--- src/rtl/if_fetch_ctrl_pkg.sv ---
`default_nettype none
// ============================================================================
// Module      : if_fetch_ctrl_pkg
// Description : Shared pipeline definitions for the instruction-fetch stage:
//               fetch state encoding, reset PC, sequential increment and the
//               NOP encoding used when the IF/ID register is cleared.
// Revision    : 1.0 - initial release
// ============================================================================
package if_fetch_ctrl_pkg;

    // Fetch controller states.
    // IDLE  : one-cycle start-up after reset, no request.
    // FETCH : request outstanding at the current PC.
    // HOLD  : fetched word parked while the hazard unit stalls, no request.
    // DRAIN : request to a stale address outstanding; its response is dropped.
    typedef enum logic [1:0] {
        S_IDLE  = 2'd0,
        S_FETCH = 2'd1,
        S_HOLD  = 2'd2,
        S_DRAIN = 2'd3
    } fetch_state_t;

    // Architectural PC after reset (word aligned).
    localparam logic [31:0] c_reset_pc = 32'h0000_0000;

    // Sequential PC increment in bytes.
    localparam logic [31:0] c_inc = 32'd4;

    // Instruction word loaded into IF/ID on reset.
    localparam logic [31:0] c_nop = 32'h0000_0000;

    // Force an address onto a word boundary by clearing bits [1:0].
    function automatic logic [31:0] word_align(input logic [31:0] addr);
        return addr & ~32'h0000_0003;
    endfunction

endpackage : if_fetch_ctrl_pkg
`default_nettype wire

--- src/rtl/if_fetch_ctrl_ifid.sv ---
`default_nettype none
// ============================================================================
// Module      : ifid_reg
// Description : IF/ID pipeline register. Load captures a new instruction and
//               marks it valid, flush turns the slot into a bubble, otherwise
//               the contents are held. Flush wins over load.
// Revision    : 1.0 - initial release
// ============================================================================
module ifid_reg
    import if_fetch_ctrl_pkg::*;
(
    input  logic        clk,
    input  logic        rst,
    input  logic        load,
    input  logic        flush,
    input  logic [31:0] d_pc,
    input  logic [31:0] d_pc4,
    input  logic [31:0] d_instr,
    output logic        valid,
    output logic [31:0] pc,
    output logic [31:0] pc4,
    output logic [31:0] instr
);

    logic        r_valid;
    logic [31:0] r_pc;
    logic [31:0] r_pc4;
    logic [31:0] r_instr;

    // Pipeline slot update: a flush only clears the valid bit so the data
    // fields keep their last value and never toggle needlessly.
    always_ff @(posedge clk) begin
        if (rst) begin
            r_valid <= 1'b0;
            r_pc    <= 32'h0000_0000;
            r_pc4   <= 32'h0000_0000;
            r_instr <= c_nop;
        end else if (flush) begin
            r_valid <= 1'b0;
        end else if (load) begin
            r_valid <= 1'b1;
            r_pc    <= d_pc;
            r_pc4   <= d_pc4;
            r_instr <= d_instr;
        end
    end

    assign valid = r_valid;
    assign pc    = r_pc;
    assign pc4   = r_pc4;
    assign instr = r_instr;

endmodule : ifid_reg
`default_nettype wire

--- src/rtl/if_fetch_ctrl.sv ---
`default_nettype none
// ============================================================================
// Module      : if_fetch_ctrl
// Description : Instruction-fetch controller. Owns the PC, issues one word
//               request at a time to instruction memory over req/ack, parks
//               a fetched word while the hazard unit stalls, and drops the
//               response of a request made stale by an EX redirect.
// Revision    : 1.0 - initial release
// ============================================================================
module if_fetch_ctrl
    import if_fetch_ctrl_pkg::*;
#(
    parameter logic [31:0] RESET_PC = c_reset_pc,
    parameter logic [31:0] INC      = c_inc
) (
    input  logic        clk,
    input  logic        rst,
    input  logic        stall,
    input  logic        redirect,
    input  logic [31:0] redirect_pc,
    output logic        imem_req,
    output logic [31:0] imem_addr,
    input  logic        imem_ack,
    input  logic [31:0] imem_rdata,
    output logic [31:0] pc,
    output logic        ifid_valid,
    output logic [31:0] ifid_pc,
    output logic [31:0] ifid_pc4,
    output logic [31:0] ifid_instr
);

    fetch_state_t r_state;
    logic [31:0]  r_pc;
    logic [31:0]  r_drain_addr;
    logic [31:0]  r_hold_pc;
    logic [31:0]  r_hold_instr;

    logic [31:0]  w_pc_inc;
    logic [31:0]  w_target;
    logic         w_ifid_load;
    logic         w_ifid_flush;
    logic [31:0]  w_ifid_pc;
    logic [31:0]  w_ifid_instr;

    // Shared PC adder; wraps modulo 2^32.
    assign w_pc_inc = r_pc + INC;
    assign w_target = word_align(redirect_pc);

    // Memory interface decoded from state. In DRAIN the stale address stays
    // on the bus until its response arrives so the memory sees a stable
    // request.
    assign imem_req  = (r_state == S_FETCH) || (r_state == S_DRAIN);
    assign imem_addr = (r_state == S_DRAIN) ? r_drain_addr : r_pc;
    assign pc        = r_pc;

    // IF/ID load/flush selection. The held word always belongs to the
    // current PC (the PC does not advance when a word is parked), so the
    // single PC adder also provides pc+INC for the parked word.
    always_comb begin
        w_ifid_load  = 1'b0;
        w_ifid_flush = 1'b0;
        w_ifid_pc    = r_pc;
        w_ifid_instr = imem_rdata;
        case (r_state)
            S_FETCH: begin
                if (redirect) begin
                    w_ifid_flush = 1'b1;
                end else if (imem_ack && !stall) begin
                    w_ifid_load = 1'b1;
                end else if (!imem_ack && !stall) begin
                    w_ifid_flush = 1'b1;
                end
            end
            S_HOLD: begin
                w_ifid_pc    = r_hold_pc;
                w_ifid_instr = r_hold_instr;
                if (redirect) begin
                    w_ifid_flush = 1'b1;
                end else if (!stall) begin
                    w_ifid_load = 1'b1;
                end
            end
            S_DRAIN: begin
                w_ifid_flush = 1'b1;
            end
            default: begin
                w_ifid_load  = 1'b0;
                w_ifid_flush = 1'b0;
            end
        endcase
    end

    // Fetch state machine: PC, stale-address latch and stall hold buffer.
    always_ff @(posedge clk) begin
        if (rst) begin
            r_state      <= S_IDLE;
            r_pc         <= RESET_PC;
            r_drain_addr <= 32'h0000_0000;
            r_hold_pc    <= 32'h0000_0000;
            r_hold_instr <= c_nop;
        end else begin
            case (r_state)
                S_IDLE: begin
                    r_state <= S_FETCH;
                end
                S_FETCH: begin
                    if (redirect) begin
                        r_pc <= w_target;
                        // Without an ack this cycle the old request is still
                        // in flight and must be absorbed before refetching.
                        if (!imem_ack) begin
                            r_drain_addr <= r_pc;
                            r_state      <= S_DRAIN;
                        end
                    end else if (imem_ack) begin
                        if (!stall) begin
                            r_pc <= w_pc_inc;
                        end else begin
                            r_hold_pc    <= r_pc;
                            r_hold_instr <= imem_rdata;
                            r_state      <= S_HOLD;
                        end
                    end
                end
                S_HOLD: begin
                    if (redirect) begin
                        r_pc    <= w_target;
                        r_state <= S_FETCH;
                    end else if (!stall) begin
                        r_pc    <= w_pc_inc;
                        r_state <= S_FETCH;
                    end
                end
                S_DRAIN: begin
                    // A further redirect only retargets the PC; the stale
                    // response is still the one being waited for, and its
                    // arrival ends the drain regardless.
                    if (redirect) begin
                        r_pc <= w_target;
                    end
                    if (imem_ack) begin
                        r_state <= S_FETCH;
                    end
                end
                default: begin
                    r_state <= S_IDLE;
                end
            endcase
        end
    end

    ifid_reg u_ifid_reg (
        .clk     (clk),
        .rst     (rst),
        .load    (w_ifid_load),
        .flush   (w_ifid_flush),
        .d_pc    (w_ifid_pc),
        .d_pc4   (w_pc_inc),
        .d_instr (w_ifid_instr),
        .valid   (ifid_valid),
        .pc      (ifid_pc),
        .pc4     (ifid_pc4),
        .instr   (ifid_instr)
    );

endmodule : if_fetch_ctrl
`default_nettype wire

--- config.mk ---
export PLATFORM = sky130hd
export DESIGN_NAME = if_fetch_ctrl
export DESIGN_NICKNAME = d
export VERILOG_FILES = /design/src/rtl/if_fetch_ctrl_pkg.sv /design/src/rtl/if_fetch_ctrl_ifid.sv /design/src/rtl/if_fetch_ctrl.sv
export SDC_FILE = /design/constraint.sdc
export NUM_CORES = 1
export LEC_CHECK = 0
export CORE_MARGIN = 3
export CORE_UTILIZATION = 45
export CTS_CLUSTER_SIZE = 28
export DETAILED_ROUTE_END_ITERATION = 10
export MAX_ROUTING_LAYER = met4
export PLACE_DENSITY = 0.76
export SLEW_MARGIN = 15
export SYNTH_ARGS = -nofsm -noshare
export SYNTH_HDL_FRONTEND = slang
export SYNTH_SLANG_ARGS = --single-unit
--- constraint.sdc ---
create_clock -name clk -period 2.71 [get_ports clk]
set_input_delay 0.4065 -clock clk [delete_from_list [all_inputs] [get_ports clk]]
set_output_delay 0.4065 -clock clk [all_outputs]
set_load 0.05 [all_outputs]
# Yosys cells after proc, flatten, opt, wreduce, memory -nomap -nowiden
# Cells that the tools add are included.
[totals]
register_bits = 227
output_inout_bits = 162
word_cells = 62
[op_classes]
addsub = 1
n_eq_ne = 9
muxes = 27
bitwise = 3
reduce_logical = 13
[ops]
columns = ["operator", "n"]
rows = [
  ["$mux W32", 8],
  ["$pmux W32 S3", 1],
  ["$add A32 B3 Y32 const B", 1],
  ["$mux W2", 7],
  ["$ne A3 B3 Y1 const B", 4],
  ["$mux W1", 8],
  ["$pmux W2 S4", 1],
  ["$reduce_and A3 Y1", 2],
  ["$reduce_and A5 Y1", 1],
  ["$eq A2 B2 Y1 const B", 2],
  ["$ne A2 B2 Y1 const B", 2],
  ["$reduce_and A4 Y1", 1],
  ["$not A1 Y1", 3],
  ["$pmux W1 S3", 1],
  ["$reduce_bool A3 Y1", 1],
  ["$eq A2 B1 Y1 const B", 1],
  ["$logic_and A1 B1 Y1", 2],
  ["$logic_not A1 Y1", 2],
  ["$logic_not A2 Y1", 1],
  ["$pmux W1 S2", 1],
  ["$reduce_and A2 Y1", 1],
  ["$reduce_or A2 Y1", 1],
  ["$logic_or A1 B1 Y1", 1],
]

# Longest topological paths before layout
# Gate-level depths: netlist of the first run.
[logic_depth]
word_depth = 8
ltp_mapped = 11
mapped_depth_nobuf = 7

# By module
# Synthesis of the first run repeated with hierarchy kept, for this count alone.
[unflattened]
hier_cells = 1321
area_unflattened_um2 = 11143.2
[modules_own_cells]
columns = ["mod", "instances", "cells_per_inst", "area_per_inst_um2", "seq_area_each_um2"]
rows = [
  ["if_fetch_ctrl", 1, 882, 6794.0, 2482.4],
  ["ifid_reg", 1, 439, 4349.2, 1941.9],
]

# Least setup slack after synthesis of the first run
# No wires, ideal clock.
[synth_path]
path_type = "register -> output"
start = "reg r_state[0]"
end = "out imem_addr[12]"
arrival_ps = 2156
required_time_ps = 2304
slack_ps = 147
path_stages_with_launch = 6
cell_sequence = "dfxtp_1 ha_1 clkbuf_2 clkbuf_1 clkbuf_1 o21ai_0"
[synth_between]
elab_chain_cells = 2
[synth_rtl]
columns = ["element", "line_no", "source"]
rows = [
  ["start: declaration", "if_fetch_ctrl.sv:32", "fetch_state_t r_state;"],
  ["start signal: assignment", "if_fetch_ctrl.sv:96", "r_state <= S_IDLE;"],
  ["start signal: assignment", "if_fetch_ctrl.sv:104", "r_state <= S_FETCH;"],
  ["start signal: assignment", "if_fetch_ctrl.sv:113", "r_state <= S_DRAIN;"],
  ["$eq A2 B2 Y1", "if_fetch_ctrl.sv:53", "assign imem_addr = (r_state == S_DRAIN) ? r_drain_addr : r_pc;"],
  ["$mux W32", "if_fetch_ctrl.sv:53", ""],
  ["end: declaration", "if_fetch_ctrl.sv:22", "output logic [31:0] imem_addr,"],
]
# No other way between the ends.

# Final worst setup path of the first run
[layout_path]
start = "reg r_state[1]"
end = "out imem_addr[19]"
# The elaborated chain is that of the path after synthesis.

==> flow_summary.json, run 1 <==
{
  "switching_power_w": 0.00266,
  "dr.pass1.iters": 7,
  "avgSynthCellArea_um2": 8.33,
  "drt_wl_total_mm": 29.2,
  "nets": 1430,
  "setup_viol": 0,
  "power_frac_comb_pct": 22.2,
  "power_frac_seq_pct": 39.3,
  "ant_nets": 0,
  "drc": 0,
  "grtUsageTotal_pct": 24.2,
  "rows": 53,
  "clock_skew_ns": 0.0162,
  "die-area_um2": 23600,
  "synth_area_um2": 9820,
  "dp_cells": 1604,
  "clk_latency_ns": 0.51,
  "syn_inst": 1179,
  "pin_count": 231,
  "synth_cell_type_count": 56,
  "drtIter0Drc": 654,
  "yosysMostFrequentCell": "nand2_1",
  "vdd_drop_max_mv": 0.377,
  "synth_seq_area_share_pct": 44.2,
  "vias_per_cell": 5.53,
  "dpl-instance-area_um2": 12300,
  "gp_congestion": 0.882,
  "numCtsBuffers": 25,
  "start_util_pct": 46.3,
  "cts_setup_buffers": 0,
  "slew_violations": 0,
  "final_area_um2": 13100,
  "crit_required_ns": 2.30,
  "grt_antenna_before_repair": 2,
  "core_um2": 21200,
  "io_buffers": 220,
  "ctsRootBufferMaster": "clkbuf_16",
  "path_class": "reg -> out",
  "fin_setup_tns_ns": 0,
  "endpoint_kind": "output port",
  "ys_seq_elements": 217,
  "p_sw_share_pct": 30.3,
  "min_path_type": "in -> reg",
  "h-tree-depth": 1,
  "reg2reg_slack_ns": 0.19,
  "async_flop_share_pct": 0,
  "clockPowerShare_pct": 38.5,
  "p_per_area_nw_per_um2": 669,
  "crit_chain": "ha_2 > buf_4 > mux2_2 > buf_4",
  "cts.path.max_buffers": 3,
  "clk_pin_slew_ns": 0.06,
  "synth_edf_count": 0,
  "p_leak_nw": 4.39,
  "period_share_pct": 95.1,
  "synthFlopType": "dfxtp_1",
  "min_period_ns": 2.58,
  "maxCapViolCount": 0,
  "status": "finished clean",
  "cts_tree": "yes",
  "grt_pass1_wl_mm": 46.1,
  "grt_start_max_net_pins": 103,
  "fillers": 1812,
  "drive_gt1_share_pct": 11.3,
  "yosys_warnings": 0,
  "path_max_fanout": 26,
  "ys_top_cells_by_area": "dfxtp_1 (44%), nand2_1 (8.6%), a211oi_1 (6.8%), mux2i_1 (6.7%), a21oi_1 (5.9%)",
  "synth_top_area_share_pct": 44.2,
  "syn2layout_area_growth_pct": 33.5,
  "final_cells": 1648,
  "max_stage_delay_ns": 0.45,
  "synthTopCellsByCount": "nand2_1 (224), dfxtp_1 (217), nor2_1 (128)",
  "first_global_vias": 8369,
  "start_kind": "flop",
  "worstMarginPinSlew_ns": 0.828,
  "die_w_um": 154,
  "ctsHoldBuffers": 0,
  "rsz0062_at_grt": "false",
  "relSlewSlack_pct": 44.8,
  "hold_violations": 0,
  "internal-power_w": 0.00612,
  "num_vias": 9116,
  "cp_data_arrival_time_ns": 2.17,
  "crit_top_cell": "buf_4",
  "wire_per_inst_um": 17.7,
  "cp_slowest_cell": "dfxtp_1",
  "hpwlAfterDp_mm": 19.7,
  "grt_overflow": 0,
  "yosysTopAreaCell": "dfxtp_1",
  "die_h_um": 154,
  "max_freq_mhz": 388,
  "cts-resized-gates": 0,
  "clock_sinks": 217
}
## power groups by stage
stage	Sequential (W)	Combinational, W	Clock (W)
after floorplan	0.00382	0.000957	0
after global placement	0.00351	0.00192	0
after detailed placement	0.00351	0.00194	0
after CTS	0.00344	0.00195	0.00345
after global routing	0.00346	0.00206	0.00356
final	0.00345	0.00195	0.00338
## area by class of cell
type | instances | area, µm² | area share (%)
Sequential cell | 217 | 4340 | 33.1
Clock buffer | 35 | 713 | 5.44
Antenna cell | 3 | 7.51 | 0.0572
Multi-Input combinational cell | 833 | 4880 | 37.2
Clock inverter | 6 | 105 | 0.801
Inverter | 13 | 48.8 | 0.372
Tap cell | 275 | 344 | 2.62
Timing Repair Buffer | 266 | 2670 | 20.4
## worst paths after layout
kind                            startpoint                                 to  cells after the start
max                r_state[1]$_SDFFE_PP0P_                      imem_addr[19]                      4
min                                    rst    u_ifid_reg.pc4[14]$_SDFFE_PP0P_                      2
max reg2reg        r_state[1]$_SDFFE_PP0P_  u_ifid_reg.instr[25]$_SDFFE_PP0P_                      9
min reg2reg  r_drain_addr[10]$_SDFFE_PP0P_      r_drain_addr[10]$_SDFFE_PP0P_                      2
## layout by cell type, fill, tap and decap left out, types with 3 or more instances in the layout
cell / Yosys / routed
clkbuf_1: 72 / 5
xor2_1: 11 / 11
or3_1: 5 / 5
or2_2: 5 / 5
clkbuf_8: 0 / 5
clkinv_2: 0 / 3
o32ai_1: 6 / 6
and2_1: 3 / 3
nor4_1: 3 / 3
clkbuf_16: 0 / 25
a32oi_1: 7 / 7
ha_1: 5 / 3
conb_1: 1 / 8
inv_1: 12 / 12
mux2_2: 22 / 22
buf_12: 0 / 16
nand2_1: 224 / 224
buf_4: 17 / 61
o21ai_0: 26 / 26
diode_2: 0 / 3
nor2_1: 128 / 127
nand3_1: 17 / 16
dfxtp_1: 217 / 217
or4_1: 3 / 3
a211oi_1: 89 / 89
clkdlybuf4s50_1: 0 / 188
nand2b_1: 4 / 4
and4_1: 5 / 5
o31ai_1: 3 / 3
nor3_1: 3 / 3
nand4_1: 8 / 8
and3_1: 8 / 7
a22o_1: 6 / 6
a21oi_1: 115 / 115
a31oi_1: 8 / 8
a32o_1: 5 / 5
bufinv_16: 0 / 3
mux2i_1: 66 / 66
xnor2_1: 16 / 16
## metal layers
metal	routed length (µm)	track usage [%]	vias to the layer above
li1	-	-	4436
met1	12700	32.4	4265
met2	13300	36.9	341
met3	2030	4.08	74
met4	1200	9.21	0
met5	0	-	-
## kinds of logic (layout without fill, tap and decap cells)
logic type	after synthesis	in the layout	share of synthesized area, %
AOI/OAI and AO/OA	280	280	18.2
and+or+nand+nor	425	425	18.6
adders and majority gates	5	5	0.637
DFF	217	217	44.2
xor gates and xnor gates	27	27	2.41
other	1	11	0.0382
buffers and inverters	136	320	6.66
muxes	88	88	9.25
## metrics by stage
stage / util [%] / setup slack (ns) / hold slack, ns / power [W]
after detailed placement: 57.9 / 0.210 / 0.444 / 0.00545
after floorplan: - / 0.147 / 0.433 / 0.00478
after global routing: 61.8 / 0.0376 / 0.354 / 0.00909
after global placement: 57.9 / 0.292 / 0.438 / 0.00542
final: 61.8 / 0.133 / 0.333 / 0.00877
after CTS: 61.8 / 0.120 / 0.335 / 0.00884
## state kept, by name, indices dropped and copies added, names as in the netlist
name / count
r_hold_instr: 32
u_ifid_reg.instr: 32
pc: 30
r_drain_addr: 30
r_hold_pc: 30
u_ifid_reg.pc4: 30
u_ifid_reg.pc: 30
r_state: 2
u_ifid_reg.valid: 1
## critical path: cells and delay by family (launching register included)
family | cells | cell delay, ns
buf+inv | 2 | 0.52
flops | 1 | 0.45
mux | 1 | 0.38
fa+ha+maj | 1 | 0.29
(Power assumes the default switching activity.)
==> run 2, diff against run 1 <==
PLACE_DENSITY = 0.75   (was 0.76)
SYNTH_HIERARCHICAL = 1   (was not set)
==> run 2 against run 1 <==
  * Synthesized area is 13% higher
  * First-iteration DRC count is 35% higher
  * Critical path type unchanged
  * Largest cell class unchanged
  * Clock power is 1% lower
==> flow_summary.json, run 2 <==
{
  "die_w_um": 163,
  "drc": 0,
  "grt_overflow": 0,
  "rows": 56,
  "drtIter0Drc": 881,
  "avgSynthCellArea_um2": 8.44,
  "cts-resized-gates": 0,
  "min_path_type": "in -> reg",
  "ctsHoldBuffers": 0,
  "grtUsageMet1_pct": 31.7,
  "yosysMostFrequentCell": "nand2_1",
  "reg2regPathDepth": 6,
  "h-tree-depth": 1,
  "async_flop_share_pct": 0,
  "crit_chain": "ha_2 > buf_4 > mux2_2 > buf_4",
  "max_stage_delay_ns": 0.40,
  "synth_top_family_by_area": "simple AND/OR/NAND/NOR gates",
  "fin_ws_ns": 0.108,
  "rsz0062_at_grt": "false",
  "cts_tree": "yes",
  "seqCellArea_um2": 4420,
  "multi_input_area_um2": 6130,
  "wire_per_inst_um": 18.6,
  "slew_violations": 0,
  "hold_violations": 0,
  "yosysTopAreaCell": "dfxtp_1",
  "synth_seq_area_share_pct": 39.7,
  "ys_top_cells_by_area": "dfxtp_1 (40%), nand4bb_1 (9.7%), mux2_2 (8.1%), nand2_1 (8.1%), nand2b_1 (5.5%)",
  "nets": 1574,
  "fin_setup_tns_ns": 0,
  "gp_congestion": 0.923,
  "ctsRootBufferMaster": "clkbuf_16",
  "p_per_area_nw_per_um2": 607,
  "synth_top_area_share_pct": 39.7,
  "io_buffers": 224,
  "worstReg2RegStart": "pc[5]$_SDFFE_PP0P_",
  "start_kind": "flop",
  "clk_pin_slew_ns": 0.06,
  "grt_antenna_before_repair": 3,
  "max_freq_mhz": 384,
  "clk_latency_ns": 0.54,
  "syn_inst": 1321,
  "drive_gt1_share_pct": 15.2,
  "place_ws_ns": 0.269,
  "synthSimpleGateAreaFrac_pct": 28.5,
  "dp_cells": 1792,
  "clock_sinks": 221,
  "vias_per_cell": 5.64,
  "grt_pass1_wl_mm": 53.1,
  "cts.path.max_buffers": 3,
  "clock_skew_ns": 0.0286,
  "first_global_vias": 9795,
  "die-area_um2": 26700,
  "ys_seq_elements": 221,
  "grt_start_max_net_pins": 114,
  "synth_edf_count": 0,
  "hpwlAfterDp_mm": 22.8,
  "busiest_layer": "met2",
  "synth_compound_area_share_pct": 15.1,
  "synth_cell_type_count": 66,
  "grtUsageTotal_pct": 25.2,
  "cp_data_arrival_time_ns": 2.20,
  "status": "finished clean",
  "num_vias": 10400,
  "endpoint_kind": "output port",
  "p_leak_nw": 5.05,
  "ant_nets": 0,
  "setup_viol": 0,
  "grt_util_met3_pct": 5.63,
  "startpoint": "r_state[1]$_SDFFE_PP0P_",
  "die_h_um": 163,
  "final_common_cell": "nand2_1",
  "synthAdderAreaFrac_pct": 0.561,
  "crit_required_ns": 2.30,
  "cts_setup_buffers": 0,
  "path_max_fanout": 18,
  "syn2layout_area_growth_pct": 31.4,
  "fillers": 2068,
  "drt_wl_total_mm": 34.2,
  "final_cell_mix": "nand2_1 (239), dfxtp_1 (221), clkdlybuf4s50_1 (192), a21oi_1 (110), nand2b_1 (98)",
  "yosys_warnings": 6,
  "final_cells": 1838,
  "crit_top_cell": "buf_4",
  "start_util_pct": 46.6,
  "worstMarginPinSlew_ns": 0.723,
  "cp_slowest_cell": "dfxtp_1",
  "synth_mux_area_share_pct": 8.17,
  "core_um2": 23900,
  "period_share_pct": 96.0,
  "vdd_drop_max_mv": 0.485,
  "synth-xor-area-share_pct": 2.12,
  "synthFlopType": "dfxtp_1",
  "endpoint": "imem_addr[30]",
  "reg2reg_slack_ns": 0.32,
  "dr.pass1.iters": 5,
  "synthTopCellsByCount": "nand2_1 (239), dfxtp_1 (221), clkbuf_1 (112)",
  "path_class": "reg -> out",
  "synth_area_um2": 11100,
  "gr-usage-met2_pct": 40.8,
  "pin_count": 231,
  "maxCapViolCount": 0,
  "r2r_end": "pc[15]$_SDFFE_PP0P_",
  "min_period_ns": 2.60,
  "numCtsBuffers": 25,
  "relSlewSlack_pct": 51.4
}
[run 2: changes by cell type in the layout (fill, tap and decap cells not counted), sizes merged, moves of 5 or more]
cell,previous run,this run
o21ai,26,131
nand4bb,0,96
nor2,128,33
nand2b,4,98
a211oi,89,3
mux2i,66,1
mux2,22,80
buf,78,95
nand2,224,240
a31oi,8,1
a221oi,1,6
clkbuf,35,40
[run 2: worst max-delay path, delay by kind of cell, from the launching register on]
family / cells / cell delay, ns
adders and majority gates: 1 / 0.36
buffers and inverters: 2 / 0.53
DFF: 1 / 0.40
muxes: 1 / 0.40
[run 2: how the worst min path moves through the flow]
| stage | endpoint | slack [ns] | from | cells past startpoint |
|---|---|---|---|---|
| after floorplan | r_drain_addr[10]$_SDFFE_PP0P_ | 0.43 | r_drain_addr[10]$_SDFFE_PP0P_ | 2 |
| after global placement | r_hold_instr[26]$_SDFFE_PP0P_ | 0.44 | r_hold_instr[26]$_SDFFE_PP0P_ | 2 |
| after detailed placement | r_hold_pc[18]$_SDFFE_PP0P_ | 0.44 | r_hold_pc[18]$_SDFFE_PP0P_ | 2 |
| after CTS | r_drain_addr[12]$_SDFFE_PP0P_ | 0.39 | rst | 2 |
| after global routing | pc[29]$_SDFFE_PP0P_ | 0.42 | rst | 2 |
| final | pc[29]$_SDFFE_PP0P_ | 0.40 | rst | 2 |
[run 2: cells by family (layout without fill, tap and decap cells)]
group                      after synthesis  count (layout)
AOI/OAI and AO/OA                      298             298
xor gates and xnor gates                27              27
adders and majority gates                5               5
buffers and inverters                  155             343
DFF                                    221             221
muxes                                   81              81
other                                    1              11
and+or+nand+nor                        533             533
[run 2: through the flow]
step | cell area [µm²] | power (W) | utilization (%) | hold slack, ns
finish | 14600 | 0.00889 | 61.3 | 0.397
global route | 14600 | 0.00920 | 61.3 | 0.424
CTS | 14600 | 0.00895 | 61.2 | 0.391
detailed placement | 13800 | 0.00562 | 57.9 | 0.443
global placement | 13800 | 0.00559 | 57.9 | 0.438
floorplan | 11200 | 0.00486 | - | 0.433
[run 2: routing by layer]
metal,up-vias,part of all wire [%]
met3,63,8.1
met4,0,2.9
met5,-,0
li1,4962,-
met2,425,47
met1,4925,42
[run 2: where the power goes]
| group | total [W] | internal, W | switching (W) |
|---|---|---|---|
| sequential | 0.00345 | 0.00335 | 0.0000984 |
| combinational | 0.00211 | 0.000842 | 0.00127 |
| clock | 0.00333 | 0.00198 | 0.00135 |
[run 2: area by class of cell]
cell class,count,area share [%]
Multi-Input combinational cell,952,41.9
Sequential cell,221,30.2
Timing Repair Buffer,288,19.4
Clock buffer,39,5.11
Tap cell,319,2.73
Clock inverter,4,0.333
Inverter,12,0.308
Antenna cell,3,0.0513
==> run 3, diff against run 2 <==
CORE_UTILIZATION = 52   (was 45)
PLACE_DENSITY = 0.84   (was 0.75)
REMOVE_ABC_BUFFERS = 1   (was not set)
==> run 3 against run 2 <==
  * Combinational power down 6%
  * Utilization up 8.6 points
  * First-iteration DRC count down 14%
  * Sequential share of layout area up 0.49 points
  * Routed wire length down 4.3%
  * Non-clock buffer count down 9
  * Register-to-register slack worse by 0.09 ns
  * Worst setup slack worse by 0.046 ns
  * Clock skew down 0.011 ns
  * Fmax down 1.7%
==> flow_summary.json, run 3 (synthesized netlist as in run 2, its figures left out) <==
{
  "fin_util_pct": 69.9,
  "grtUsageTotal_pct": 27.1,
  "die_w_um": 152,
  "cts_tree": "yes",
  "final_area_um2": 14400,
  "numCtsBuffers": 24,
  "fin_ws_ns": 0.0622,
  "ctsHoldBuffers": 0,
  "drt_wl_total_mm": 32.8,
  "die-area_um2": 23200,
  "maxCapViolCount": 0,
  "vias_per_cell": 5.81,
  "start_kind": "flop",
  "fillers": 1589,
  "ant_nets": 0,
  "drt-met1-wl_mm": 14.0,
  "total_power_w": 0.00865,
  "grt_start_max_net_pins": 125,
  "rows": 52,
  "final_common_cell": "nand2_1",
  "cts_setup_buffers": 0,
  "place_ws_ns": 0.150,
  "status": "finished clean",
  "start_util_pct": 54.0,
  "clk_latency_ns": 0.52,
  "hold_violations": 0,
  "hpwlAfterDp_mm": 21.1,
  "max_freq_mhz": 378,
  "cts.path.max_buffers": 3,
  "vdd_drop_max_mv": 0.461,
  "ctsRootBufferMaster": "clkbuf_16",
  "setup_viol": 0,
  "routed-wl-met2_mm": 15.3,
  "dr.pass1.iters": 5,
  "first_global_vias": 9570,
  "die_h_um": 152,
  "grt_overflow": 0,
  "rsz0062_at_grt": "false",
  "h-tree-depth": 1,
  "clk_pin_slew_ns": 0.06,
  "p_leak_nw": 4.98,
  "min_period_ns": 2.65,
  "gp_congestion": 0.862,
  "relSlewSlack_pct": 60.3,
  "cp_data_arrival_time_ns": 2.24,
  "crit_required_ns": 2.30,
  "drtIter0Drc": 757,
  "num_vias": 10300,
  "path_class": "reg -> out",
  "grt_pass1_wl_mm": 51.7,
  "wl_met3_mm": 2.67,
  "pin_count": 231,
  "final_cell_mix": "nand2_1 (239), dfxtp_1 (221), clkdlybuf4s50_1 (192), a21oi_1 (110), nand2b_1 (98)",
  "io_buffers": 224,
  "clock_skew_ns": 0.0174,
  "path_max_fanout": 24,
  "worstMarginPinSlew_ns": 0.590,
  "nets": 1564,
  "p_per_area_nw_per_um2": 600,
  "grt_antenna_before_repair": 2,
  "clock_sinks": 221,
  "cts-resized-gates": 8,
  "top_layer_used": "met4",
  "slew_violations": 0,
  "period_share_pct": 97.7,
  "syn2layout_area_growth_pct": 29.3,
  "drc": 0,
  "endpoint_kind": "output port",
  "drive_gt1_share_pct": 14.4,
  "wire_per_inst_um": 18.4,
  "core_um2": 20600,
  "min_path_type": "in -> reg",
  "dpl-instance-area_um2": 13600
}
run 3: changes by cell type in the layout (fill, tap and decap cells not counted):
| cell | before | now |
|---|---|---|
| nand3_1 | 15 | 14 |
| dlygate4sd2_1 | 0 | 7 |
| clkbuf_1 | 7 | 5 |
| nand3_4 | 0 | 1 |
| clkinv_2 | 2 | 3 |
| clkbuf_8 | 8 | 9 |
| buf_6 | 0 | 1 |
| buf_4 | 80 | 71 |
| diode_2 | 3 | 2 |
| buf_12 | 15 | 7 |
| bufinv_16 | 1 | 0 |
| inv_6 | 1 | 0 |
run 3: final timing paths:
kind	slack, ns	cells after the start	to	from
max	0.06	4	imem_addr[22]	r_state[0]$_SDFFE_PP0P_
min	0.36	2	r_drain_addr[21]$_SDFFE_PP0P_	rst
max reg2reg	0.23	6	pc[26]$_SDFFE_PP0P_	pc[3]$_SDFFE_PP0P_
min reg2reg	0.45	2	r_drain_addr[18]$_SDFFE_PP0P_	r_drain_addr[18]$_SDFFE_PP0P_
run 3: cell type report:
class / count / area [µm²] / share of cell area (%)
tap: 270 / 338 / 2.34
clock buffer: 38 / 754 / 5.24
sequential: 221 / 4420 / 30.7
clock inverter: 3 / 15.0 / 0.104
timing repair buffer: 279 / 2680 / 18.6
inverter: 12 / 45.0 / 0.313
multi-input combinational: 952 / 6140 / 42.6
antenna: 2 / 5.00 / 0.0347
run 3: power breakdown:
group | switching [W] | internal, W
clock | 0.00130 | 0.00189
combinational | 0.00121 | 0.000770
sequential | 0.000133 | 0.00335
total | 0.00264 | 0.00601
run 3: routing by layer:
metal,GRT usage (%),vias to the layer above
li1,-,4947
met1,36.0,4891
met2,42.9,430
met3,5.23,56
met4,6.93,0
met5,-,-
run 3: per-stage QoR:
step	TNS (ns)	cells	hold WS, ns
after floorplan	-831.39	1185	0.427
after global placement	0	1734	0.438
after detailed placement	0	1734	0.444
after CTS	0	1775	0.371
after global routing	0	1777	0.391
final	0	1777	0.363
run 3: critical path, cell delays in order (launching register included):
cell and delay [ns]:
dfxtp_1 0.39, ha_2 0.44, buf_6 0.31, mux2_2 0.37
buf_4 0.19
